File: config.mk
export PLATFORM = sky130hd
export DESIGN_NAME = multicycle_control_fsm
export DESIGN_NICKNAME = d
export VERILOG_FILES = /design/src/rtl/multicycle_control_fsm.sv
export SDC_FILE = /design/constraint.sdc
export NUM_CORES = 1
export LEC_CHECK = 0
export CORE_UTILIZATION = 38
export DETAILED_ROUTE_END_ITERATION = 10
export PLACE_DENSITY = 0.86
export REMOVE_ABC_BUFFERS = 1
export SLEW_MARGIN = 20
export SYNTH_ARGS = -nofsm -noshare
export SYNTH_HDL_FRONTEND = slang
export SYNTH_SLANG_ARGS = --single-unit
File: constraint.sdc
create_clock -name clk -period 2.11 [get_ports clk]
set_clock_uncertainty 0.1 [all_clocks]
set_input_delay 0.422 -clock clk [delete_from_list [all_inputs] [get_ports clk]]
set_output_delay 0.422 -clock clk [all_outputs]
set_load 0.05 [all_outputs]
File: src/rtl/multicycle_control_fsm.sv
// Multicycle Moore sequencer for the ARM-subset datapath: drives mux selects and
// write enables per phase, owns the NZCV flags and condition evaluation.
module multicycle_control_fsm #(
    parameter bit USE_MEM_READY = 1'b1
) (
    input  logic        clk,
    input  logic        reset,
    input  logic [19:0] Instr,
    input  logic [3:0]  ALUFlags,
    input  logic        MemReady,
    output logic        PCWrite,
    output logic        AdrSrc,
    output logic        MemWrite,
    output logic        IRWrite,
    output logic [1:0]  ResultSrc,
    output logic [1:0]  ALUControl,
    output logic [1:0]  ALUSrcA,
    output logic [1:0]  ALUSrcB,
    output logic [1:0]  ImmSrc,
    output logic [1:0]  RegSrc,
    output logic        RegWrite,
    output logic [3:0]  State
);

    localparam logic [3:0] S_FETCH    = 4'd0;
    localparam logic [3:0] S_DECODE   = 4'd1;
    localparam logic [3:0] S_MEMADR   = 4'd2;
    localparam logic [3:0] S_MEMREAD  = 4'd3;
    localparam logic [3:0] S_MEMWB    = 4'd4;
    localparam logic [3:0] S_MEMWRITE = 4'd5;
    localparam logic [3:0] S_EXECUTER = 4'd6;
    localparam logic [3:0] S_EXECUTEI = 4'd7;
    localparam logic [3:0] S_ALUWB    = 4'd8;
    localparam logic [3:0] S_BRANCH   = 4'd9;

    logic [3:0] r_state;
    logic [3:0] r_flags;
    logic       r_condex;

    logic [3:0] w_next;
    logic [3:0] w_cond;
    logic [1:0] w_op;
    logic       w_i;
    logic [3:0] w_cmd;
    logic       w_s;
    logic       w_u;
    logic       w_l;
    logic       w_rd15;
    logic       w_ready;
    logic       w_condex;
    logic [1:0] w_dp_ctl;
    logic       w_nowrite;
    logic [1:0] w_flagw;
    logic       w_n, w_z, w_c, w_v;

    assign w_cond  = Instr[19:16];
    assign w_op    = Instr[15:14];
    assign w_i     = Instr[13];
    assign w_cmd   = Instr[12:9];
    assign w_s     = Instr[8];
    assign w_u     = Instr[11];
    assign w_l     = Instr[8];
    assign w_rd15  = (Instr[3:0] == 4'hF);
    assign w_ready = USE_MEM_READY ? MemReady : 1'b1;

    assign {w_n, w_z, w_c, w_v} = r_flags;

    always_comb begin
        w_dp_ctl  = 2'b00;
        w_nowrite = 1'b0;
        w_flagw   = 2'b00;
        case (w_cmd)
            4'b0100: begin w_dp_ctl = 2'b00; w_flagw = w_s ? 2'b11 : 2'b00; end
            4'b0010: begin w_dp_ctl = 2'b01; w_flagw = w_s ? 2'b11 : 2'b00; end
            4'b0000: begin w_dp_ctl = 2'b10; w_flagw = w_s ? 2'b10 : 2'b00; end
            4'b1100: begin w_dp_ctl = 2'b11; w_flagw = w_s ? 2'b10 : 2'b00; end
            4'b1010: begin w_dp_ctl = 2'b01; w_nowrite = 1'b1; w_flagw = 2'b11; end
            default: begin w_dp_ctl = 2'b00; w_nowrite = 1'b1; w_flagw = 2'b00; end
        endcase
    end

    always_comb begin
        w_condex = 1'b0;
        case (w_cond)
            4'b0000: w_condex = w_z;
            4'b0001: w_condex = ~w_z;
            4'b0010: w_condex = w_c;
            4'b0011: w_condex = ~w_c;
            4'b0100: w_condex = w_n;
            4'b0101: w_condex = ~w_n;
            4'b0110: w_condex = w_v;
            4'b0111: w_condex = ~w_v;
            4'b1000: w_condex = w_c & ~w_z;
            4'b1001: w_condex = ~w_c | w_z;
            4'b1010: w_condex = (w_n == w_v);
            4'b1011: w_condex = (w_n != w_v);
            4'b1100: w_condex = ~w_z & (w_n == w_v);
            4'b1101: w_condex = w_z | (w_n != w_v);
            4'b1110: w_condex = 1'b1;
            default: w_condex = 1'b0;
        endcase
    end

    always_comb begin
        w_next = S_FETCH;
        case (r_state)
            S_FETCH:    w_next = w_ready ? S_DECODE : S_FETCH;
            S_DECODE: begin
                case (w_op)
                    2'b01:   w_next = S_MEMADR;
                    2'b00:   w_next = w_i ? S_EXECUTEI : S_EXECUTER;
                    2'b10:   w_next = S_BRANCH;
                    default: w_next = S_FETCH;
                endcase
            end
            S_MEMADR:   w_next = w_l ? S_MEMREAD : S_MEMWRITE;
            S_MEMREAD:  w_next = w_ready ? S_MEMWB : S_MEMREAD;
            S_MEMWB:    w_next = S_FETCH;
            // A suppressed store has nothing to wait for.
            S_MEMWRITE: w_next = (!r_condex || w_ready) ? S_FETCH : S_MEMWRITE;
            S_EXECUTER: w_next = S_ALUWB;
            S_EXECUTEI: w_next = S_ALUWB;
            S_ALUWB:    w_next = S_FETCH;
            S_BRANCH:   w_next = S_FETCH;
            default:    w_next = S_FETCH;
        endcase
    end

    always_ff @(posedge clk or negedge reset) begin
        if (!reset) begin
            r_state  <= S_FETCH;
            r_flags  <= '0;
            r_condex <= 1'b0;
        end else begin
            r_state <= w_next;
            if (r_state == S_MEMADR) begin
                r_condex <= w_condex;
            end
            if (r_state == S_EXECUTER || r_state == S_EXECUTEI) begin
                r_condex <= w_condex;
                if (w_condex) begin
                    if (w_flagw[1]) r_flags[3:2] <= ALUFlags[3:2];
                    if (w_flagw[0]) r_flags[1:0] <= ALUFlags[1:0];
                end
            end
        end
    end

    always_comb begin
        PCWrite    = 1'b0;
        AdrSrc     = 1'b0;
        MemWrite   = 1'b0;
        IRWrite    = 1'b0;
        ResultSrc  = 2'b00;
        ALUControl = 2'b00;
        ALUSrcA    = 2'b00;
        ALUSrcB    = 2'b00;
        ImmSrc     = 2'b00;
        RegSrc     = 2'b00;
        RegWrite   = 1'b0;
        State      = r_state;
        case (r_state)
            S_FETCH: begin
                ALUSrcA   = 2'b01;
                ALUSrcB   = 2'b10;
                ResultSrc = 2'b10;
                IRWrite   = w_ready;
                PCWrite   = w_ready;
            end
            S_DECODE: begin
                ALUSrcA   = 2'b01;
                ALUSrcB   = 2'b10;
                ResultSrc = 2'b10;
                case (w_op)
                    2'b01:   begin ImmSrc = 2'b01; RegSrc = {~w_l, 1'b0}; end
                    2'b10:   begin ImmSrc = 2'b10; RegSrc = 2'b01; end
                    default: begin ImmSrc = 2'b00; RegSrc = 2'b00; end
                endcase
            end
            S_MEMADR: begin
                ALUSrcB    = 2'b01;
                ALUControl = w_u ? 2'b00 : 2'b01;
            end
            S_MEMREAD: AdrSrc = 1'b1;
            S_MEMWB: begin
                ResultSrc = 2'b01;
                RegWrite  = r_condex;
                PCWrite   = r_condex & w_rd15;
            end
            S_MEMWRITE: begin
                AdrSrc   = 1'b1;
                MemWrite = r_condex;
            end
            S_EXECUTER: ALUControl = w_dp_ctl;
            S_EXECUTEI: begin
                ALUSrcB    = 2'b01;
                ALUControl = w_dp_ctl;
            end
            S_ALUWB: begin
                RegWrite = r_condex & ~w_nowrite;
                PCWrite  = r_condex & ~w_nowrite & w_rd15;
            end
            S_BRANCH: begin
                ALUSrcB   = 2'b01;
                ResultSrc = 2'b10;
                ImmSrc    = 2'b10;
                RegSrc    = 2'b01;
                PCWrite   = w_condex;
            end
            default: State = r_state;
        endcase
        // Reset gates every output combinationally so an in-flight enable drops at once.
        if (!reset) begin
            PCWrite    = 1'b0;
            AdrSrc     = 1'b0;
            MemWrite   = 1'b0;
            IRWrite    = 1'b0;
            ResultSrc  = '0;
            ALUControl = '0;
            ALUSrcA    = '0;
            ALUSrcB    = '0;
            ImmSrc     = '0;
            RegSrc     = '0;
            RegWrite   = 1'b0;
            State      = '0;
        end
    end

endmodule

# Word level (Yosys, flattened, before mapping)
# Cells that the tools add are included.
dict set report totals {
  out_inout_bits 21
  elab_cells 107
  input_bits 27
  ff_bits 9
}
dict set report op_classes {
  muxes 40
  eq_ne 32
  n_bitwise 12
  n_reduce_logical 19
}
# op count
set op_table {}
lappend op_table {{4-bit equality test, second input constant} 12}
lappend op_table {{4-bit by 3-bit equality test with 1-bit output, second input constant} 9}
lappend op_table {{2-bit case mux with 2 select lines} 7}
lappend op_table {{4-bit case mux with 6 select lines} 1}
lappend op_table {{4-bit by 2-bit equality test with 1-bit output, second input constant} 5}
lappend op_table {{2-bit two-way mux} 8}
lappend op_table {{1-bit case mux with 15 select lines} 1}
lappend op_table {{1-bit two-way mux} 14}
lappend op_table {{4-bit zero test} 3}
lappend op_table {{2-bit case mux with 3 select lines} 2}
lappend op_table {{4-bit case mux with 3 select lines} 1}
lappend op_table {{2-bit OR reduction} 6}
lappend op_table {{3-bit two-way mux} 3}
lappend op_table {{4-bit by 1-bit equality test with 1-bit output, second input constant} 2}
lappend op_table {{3-bit AND reduction} 2}
lappend op_table {{3-bit OR reduction} 2}
lappend op_table {{1-bit AND} 5}
lappend op_table {{1-bit NOT} 5}
lappend op_table {{4-bit two-way mux} 1}
lappend op_table {{1-bit case mux with 4 select lines} 1}
lappend op_table {{4-bit OR reduction} 1}
lappend op_table {{2-bit by 1-bit equality test with 1-bit output, second input constant} 1}
lappend op_table {{2-bit equality test, second input constant} 1}
lappend op_table {{2-bit zero test} 1}
lappend op_table {{7 further kinds} 9}

# Depth between registers and ports, before layout
# Gate-level depths: netlist of the first run.
dict set report logic_depth {
  word_depth 6
  depth_mapped 7
  depth_no_buf 7
}

# Worst setup path before layout of the first run
# OpenSTA, ideal clock, no wires.
dict set report synth_path {
  kind {register to output}
  from {register r_state[2]}
  to {output port RegSrc[0]}
  required_time_ps 1588
  stages_incl_launch_ff 6
  n_path_buf 3
  path_slack_ps -774
  t_arrival_ps 2362
  cell_sequence {dfrtp_1 > clkbuf_1 > clkbuf_1 > nand2b_1 > nor3_1 > buf_4}
}
dict set report synth_between {
  elab_chain_cells 3
  word_cells_on_any_way 4
  cone_classes {2 x eq/ne; 2 x mux}
}
# item line_no
set synth_lines {}
lappend synth_lines {{start, declared} 36} ;# logic [3:0] r_state;
lappend synth_lines {{start signal, assigned} 135} ;# r_state <= w_next;
lappend synth_lines {{4-bit equality test or 4-bit by 1-bit equality test with 1-bit output (tied branches)} 162} ;# case (r_state)
lappend synth_lines {{2-bit case mux with 2 select lines (*)} 162}
lappend synth_lines {{2-bit two-way mux (*)} 213} ;# if (!reset) begin
lappend synth_lines {{end, declared} 20} ;# output logic [1:0] RegSrc,
# Every way passes the cells marked *; elsewhere a longest branch is shown, timed or not.

# Worst setup path in the final report of the first run
dict set report layout_path {
  from {register r_flags[3]}
  to {output port PCWrite}
}
dict set report layout_between {
  elab_chain_cells 5
  word_cells_on_any_way 8
  cone_classes {2 x eq/ne; 3 x mux; 3 x bitwise}
}
# item line_no
set layout_lines {}
lappend layout_lines {{start, declared} 37} ;# logic [3:0] r_flags;
lappend layout_lines {{start signal, assigned} 142} ;# if (w_flagw[1]) r_flags[3:2] <= ALUFlags[3:2];
lappend layout_lines {{1-bit != test or 1-bit equality test (tied branches)} --}
lappend layout_lines {{1-bit bitwise OR or 1-bit AND (tied branches)} {98, 97}}
lappend layout_lines {{1-bit case mux with 15 select lines (*)} 84} ;# case (w_cond)
lappend layout_lines {{1-bit case mux with 4 select lines (*)} 162}
lappend layout_lines {{1-bit two-way mux (*)} 213}
lappend layout_lines {{end, declared} 11} ;# output logic PCWrite,
# Marked as above.

==> results of run 1 <==
sequential cells by signal, summed over array words and instances, names as in the netlist:
name and cells:
r_condex 1, r_flags 4, r_state 4
synth_stat cells (4+ instances only):
cell      instances  share of area [%]
a21oi_1          11                5.2
and4_1            5                4.1
clkbuf_1          5                1.8
inv_1             6                2.1
mux2_1            5                5.3
nand2b_1          6                3.5
buf_4             4                2.8
dfrtp_1           9                 21
nor3_1            7                3.3
ha_1              5                5.9
nor2b_1           8                4.7
nand2_1           7                2.5
a211oi_1          4                2.8
nor2_1           11                3.9
area by class of cell:
class / count / area [sq um]
well taps: 30 / 37.5
clock buffers: 4 / 26.3
fillers: 107 / 265
repair buffers: 93 / 1030
flip-flops and latches: 9 / 229
multi-input cells: 112 / 941
inverters: 8 / 40.0
cell families after synthesis:
family                     after synthesis  synth area share (%)
and+or+nand+nor                         62                  33.6
AOI/OAI and AO/OA                       32                  20.4
buffers and inverters                   17                  7.38
DFF                                      9                  21.1
muxes                                    8                  8.08
adders and majority gates                5                  5.85
xor gates and xnor gates                 4                  3.28
other                                    1                 0.351
repair_timing:
action,in CTS,in global routing
buffers inserted,17,1
endpoints found under the setup margin,19,17
cloned,0,0
pin swaps,23,7
resized for setup,62,23
critical path, cell delays in order (launching register included):
cell and delay [ns]:
dfrtp_1 0.40, buf_6 0.13, xor2_2 0.17, o31ai_2 0.24, xnor2_1 0.18, o221ai_2 0.15, a311o_1 0.30, and4_4 0.16
buf_12 0.14
power by group:
part           internal, W  leakage, nW  switching, W
clock            0.0000732       0.0150     0.0000646
combinational     0.000890        0.908      0.000959
sequential        0.000238        0.115     0.0000904
layer usage:
| metal | global-route usage [%] | wire [microns] | up-vias |
|---|---|---|---|
| li1 | - | - | 674 |
| met1 | 37.0 | 1830 | 766 |
| met2 | 63.7 | 2560 | 104 |
| met3 | 11.2 | 346 | 37 |
| met4 | 24.6 | 367 | 0 |
| met5 | 0 | 0 | - |
through the flow:
stage	area [sq um]	cells	setup WS [ns]	setup TNS, ns
4_1_cts	2240	256	-0.570	-1.22
5_1_grt	2300	256	-0.637	-1.84
3_5_place_dp	1960	238	-0.930	-4.96
2_1_floorplan	1020	129	-1.17	-6.83
6_report	2300	256	-0.553	-1.27
3_3_place_gp	1960	238	-0.800	-3.90
worst max-delay path by stage:
stage | end | slack [ns] | from | cells past startpoint
detailed placement | PCWrite | -0.93 | Instr[18] | 8
CTS | PCWrite | -0.57 | r_flags[3] | 9
global route | PCWrite | -0.64 | r_flags[3] | 9
floorplan | ImmSrc[1] | -1.17 | Instr[14] | 4
global placement | PCWrite | -0.80 | Instr[18] | 8
finish | PCWrite | -0.55 | r_flags[3] | 8
layout by cell type, fill, tap and decap left out, types with 4 or more instances in the layout:
master,synthesis,routed
ha_1,5,4
dlygate4sd2_1,0,5
inv_1,6,5
buf_12,0,20
nor2b_1,8,6
mux2_4,0,4
nand2_1,7,5
nor2_1,11,7
dfrtp_1,9,6
buf_6,0,12
nand2b_1,6,5
clkdlybuf4s50_1,0,11
a21oi_1,11,8
buf_4,4,39
==> run summary, run 1 <==
TritonCTS buffer count = 3
core area = 0.00257 sq mm
Pleak = 1.04 nW
clock net sink count = 9
CTS tree = done
Final min period = 2.66 ns
Syn. warnings = 0
count of cell types in the netlist = 41
GRT Resource Usage Total = 36.5%
worst hold margin = 0.234 ns
final setup violation count = 7
wire length per cell = 19.9 microns
Routed WL = 5.10 mm
drt pass-1 iters = 4
# diodes = 0
register bit total from synthesis = 9
Layout Utilization = 89.7%
largest net degree at the start of global routing = 13
CP required = 1.59 ns
# rows = 18
initial antenna violation count = 0
unrepaired setup endpoints after global routing = yes
CTS clk-pin slew, worst paths = 0.06 ns
post-DP HPWL = 2.91 mm
Vias = 1581
Max Freq = 376 MHz
hold_buf cts = 0
chip height = 55.0 microns
clk buf depth = 2
CP Capture Type = output port
Hold WC Path Type = input port to async pin
Die Area = 0.00303 sq mm
failing checks = setup timing
clock root buffer master = clkbuf_4
DRC violations left = 0
first-pass GRT wire length = 7.65 mm
RR Startpoint = r_flags[3]
CP Launch Type = flop
Synth async-reset ratio = 100%
Final WS setup = -0.553 ns
# Max-Cap Violations = 0
Via density = 6.18
run status = finished with violations
number of H-tree levels = 1
synthesized area = 0.00107 sq mm
input/output buffers = 42
vias in the first global route = 1609
CP Class = flop to output port
drt initial violations = 60
Main synth FF type = dfrtp_1
final hold violations = 0
Layout area overhead = 115%
critical path arrival = 2.14 ns
Final Max Slew Viols = 0
number of synthesized flops with an enable pin = 0
CP max FO = 3
total power = 0.00231 W
sequential-to-total area share from yosys stat = 21.1%
GRT overflow = 0
GP Congestion = 0.861
Final nets = 259
Routed Antenna Nets = 0
Die Wd = 55.0 microns
R2R Path End = r_flags[3]
Initial Util = 41.6%
IO Count = 48
Tcrit/Tclk final = 126%
Mapped Cells = 138
worst skew pair latency = 0.27 ns
PD cells = 1010 mW/mm^2
Max rail drop VDD = 1090 uV
r2r worst-path depth = 9
FF-to-FF setup slack = -0.12 ns
share of layout cells above drive strength 1 = 51.8%
Mapped Avg Cell Area = 7.74 sq um
(Power assumes the default switching activity.)
==> inputs of run 2 (changes only) <==
--- a/config.mk
+++ b/config.mk
@@ -6,6 +6,8 @@
 export NUM_CORES = 1
 export LEC_CHECK = 0
+export CORE_MARGIN = 2
 export CORE_UTILIZATION = 38
 export DETAILED_ROUTE_END_ITERATION = 10
+export HOLD_SLACK_MARGIN = 0.06
 export PLACE_DENSITY = 0.86
 export REMOVE_ABC_BUFFERS = 1
--- a/constraint.sdc
+++ b/constraint.sdc
@@ -3,3 +3,3 @@
 set_input_delay 0.422 -clock clk [delete_from_list [all_inputs] [get_ports clk]]
 set_output_delay 0.422 -clock clk [all_outputs]
-set_load 0.05 [all_outputs]
+set_load 0.1 [all_outputs]
==> run 2 against run 1 <==
The flow still finishes with violations (setup timing). Largest power group unchanged. Final area shrank 2.5%. Total power grew 14%. Critical path type unchanged. Largest cell class unchanged. Non-clock buffer count shrank 2. Highest routed layer unchanged.
==> run summary, run 2 (synthesis gave the netlist of run 1 again) <==
drt initial violations = 121 (+100%)
GRT overflow = 0 (unchanged)
Routed Antenna Nets = 0 (unchanged)
CTS tree = done
CTS clk-pin slew, worst paths = 0.08 ns (+0.02 ns)
clock root buffer master = clkbuf_4
commonest non-fill, non-tap cell in the layout = buf_4
CP max FO = 4 (+1)
CP required = 1.59 ns (about the same)
input/output buffers = 42 (unchanged)
FF-to-FF setup slack = -0.30 ns (-0.18 ns)
number of H-tree levels = 1 (unchanged)
CP Launch Type = flop
R2R Path End = r_flags[3]
run status = finished with violations
Die Area = 0.00325 sq mm (+7.4%)
unrepaired setup endpoints after global routing = yes
Final WS setup = -0.740 ns (-0.187 ns)
Vias = 1532 (-3.1%)
Reg power frac = 12.1% (-2.1 points)
wire length per cell = 21.3 microns (+6.9%)
Max Freq = 351 MHz (-6.6%)
Pleak = 1.03 nW (-0.84%)
Tcrit/Tclk final = 135% (+8.9 points)
Final Max Slew Viols = 0 (unchanged)
share of layout cells above drive strength 1 = 48.7% (-3.1 points)
most frequent cells in the layout = buf_4 (37), buf_12 (20), buf_6 (12)
worst skew pair latency = 0.28 ns (about the same)
Switching Fraction = 54.3% (+6.2 points)
GRT Resource Usage Total = 29.8% (-6.7 points)
TritonCTS buffer count = 3 (unchanged)
Placed Instances = 237 (-0.42%)
Hold WC Path Type = input port to async pin
Die Wd = 57.0 microns (+3.6%)
PD cells = 1180 mW/mm^2 (+17%)
CP Capture Type = output port
Clk pwr share = 5.7% (-0.3 points)
clk buf depth = 2 (unchanged)
RR Startpoint = r_flags[3]
hold_buf cts = 0 (unchanged)
CP Class = flop to output port
drt pass-1 iters = 4 (unchanged)
Initial Util = 39.4% (-2.2 points)
vias in the first global route = 1562 (-2.9%)
final cell count without fillers = 255 (-0.39%)
DRC violations left = 0 (unchanged)
pre-CTS WS = -1.00 ns (-0.0739 ns)
GP Congestion = 0.982 (+14%)
IO Count = 48 (unchanged)
Final min period = 2.85 ns (+0.187 ns)
first-pass GRT wire length = 7.61 mm (-0.46%)
Max rail drop VDD = 1180 uV (+8.4%)
final hold violations = 0 (unchanged)
core area = 0.00271 sq mm (+5.6%)
critical path arrival = 2.33 ns (+0.19 ns)
chip height = 57.0 microns (+3.6%)
Layout area overhead = 110%
Via density = 6.01 (-2.7%)
# diodes = 0 (unchanged)
Sw Pwr = 0.00144 W (+29%)
largest registers = r_flags (4), r_state (4), r_condex (1)
fill count = 151 (+41%)
Routed WL = 5.43 mm (+6.5%)
# Max-Cap Violations = 0 (unchanged)
Layout Utilization = 82.8% (-6.8 points)
combinational power share = 82.2% (+2.3 points)
largest net degree at the start of global routing = 14 (+1)
failing checks = setup timing
Final nets = 257 (-0.77%)
r2r worst-path depth = 9 (unchanged)
# rows = 19 (+1)
final setup violation count = 16 (+9)
clock net sink count = 9 (unchanged)
post-DP HPWL = 3.10 mm (+6.6%)
initial antenna violation count = 0 (unchanged)
cell internal pwr = 0.00121 W (+0.61%)
run 2: cell types whose count changed in the layout (fill, tap and decap cells not counted), moves of 2 or more:
cell	change
nor3_4	-2
buf_4	-2
buf_2	-2
dlygate4sd2_1	+3
inv_6	-2
nor3_1	+2
run 2: worst max-delay path: stages (launching register included):
cell      delay, ns
dfrtp_2        0.44
buf_6          0.12
mux2i_1        0.05
or3_1          0.34
a21oi_2        0.15
a21oi_2        0.05
o221ai_2       0.26
a311o_1        0.20
and4_4         0.25
buf_12         0.17
run 2: layout make-up:
| type | count | area [sq um] | area share (%) |
|---|---|---|---|
| Tap cell | 31 | 38.8 | 1.73 |
| Multi-Input combinational cell | 112 | 898 | 40.0 |
| Sequential cell | 9 | 229 | 10.2 |
| Timing Repair Buffer | 91 | 1010 | 45.2 |
| Clock buffer | 3 | 22.5 | 1.00 |
| Clock inverter | 1 | 5.00 | 0.223 |
| Inverter | 8 | 37.5 | 1.67 |
run 2: layer usage:
| layer | vias up | GRT usage (%) | share of wire, % |
|---|---|---|---|
| met4 | 0 | 6.98 | 4.4 |
| met1 | 741 | 33.0 | 37 |
| met5 | - | 0 | 0 |
| met2 | 93 | 58.6 | 54 |
| li1 | 664 | - | - |
| met3 | 34 | 4.54 | 5.2 |
run 2: repair_timing:
action,CTS,global route
cloned,0,0
setup endpoints to repair,19,19
setup buffers,9,8
pin swaps,13,11
gates resized for setup,50,18
run 2: power by group through the flow:
stage                     clock, W  sequential [W]  combinational, W
after floorplan                  0        0.000336          0.000925
after global placement           0        0.000295           0.00166
after detailed placement         0        0.000302           0.00171
after CTS                 0.000136        0.000303           0.00195
after global routing      0.000167        0.000321           0.00224
final                     0.000150        0.000320           0.00217
run 2: worst max path at each step:
| stage | from | endpoint | cells after the start |
|---|---|---|---|
| final | r_flags[3] | PCWrite | 9 |
| after global routing | r_flags[3] | PCWrite | 9 |
| after global placement | Instr[18] | PCWrite | 9 |
| after detailed placement | Instr[18] | PCWrite | 9 |
| after floorplan | Instr[14] | ImmSrc[1] | 4 |
| after CTS | r_flags[3] | PCWrite | 9 |
run 2: metrics by stage:
stage                     instance area (sq um)  hold slack (ns)  power (W)  TNS (ns)
final                                      2240            0.217    0.00264     -3.06
after global routing                       2240            0.220    0.00273     -4.03
after CTS                                  2170            0.226    0.00239     -1.54
after detailed placement                   1940            0.459    0.00201     -5.06
after global placement                     1940            0.433    0.00195     -3.95
after floorplan                            1020           0.0264    0.00126    -21.28
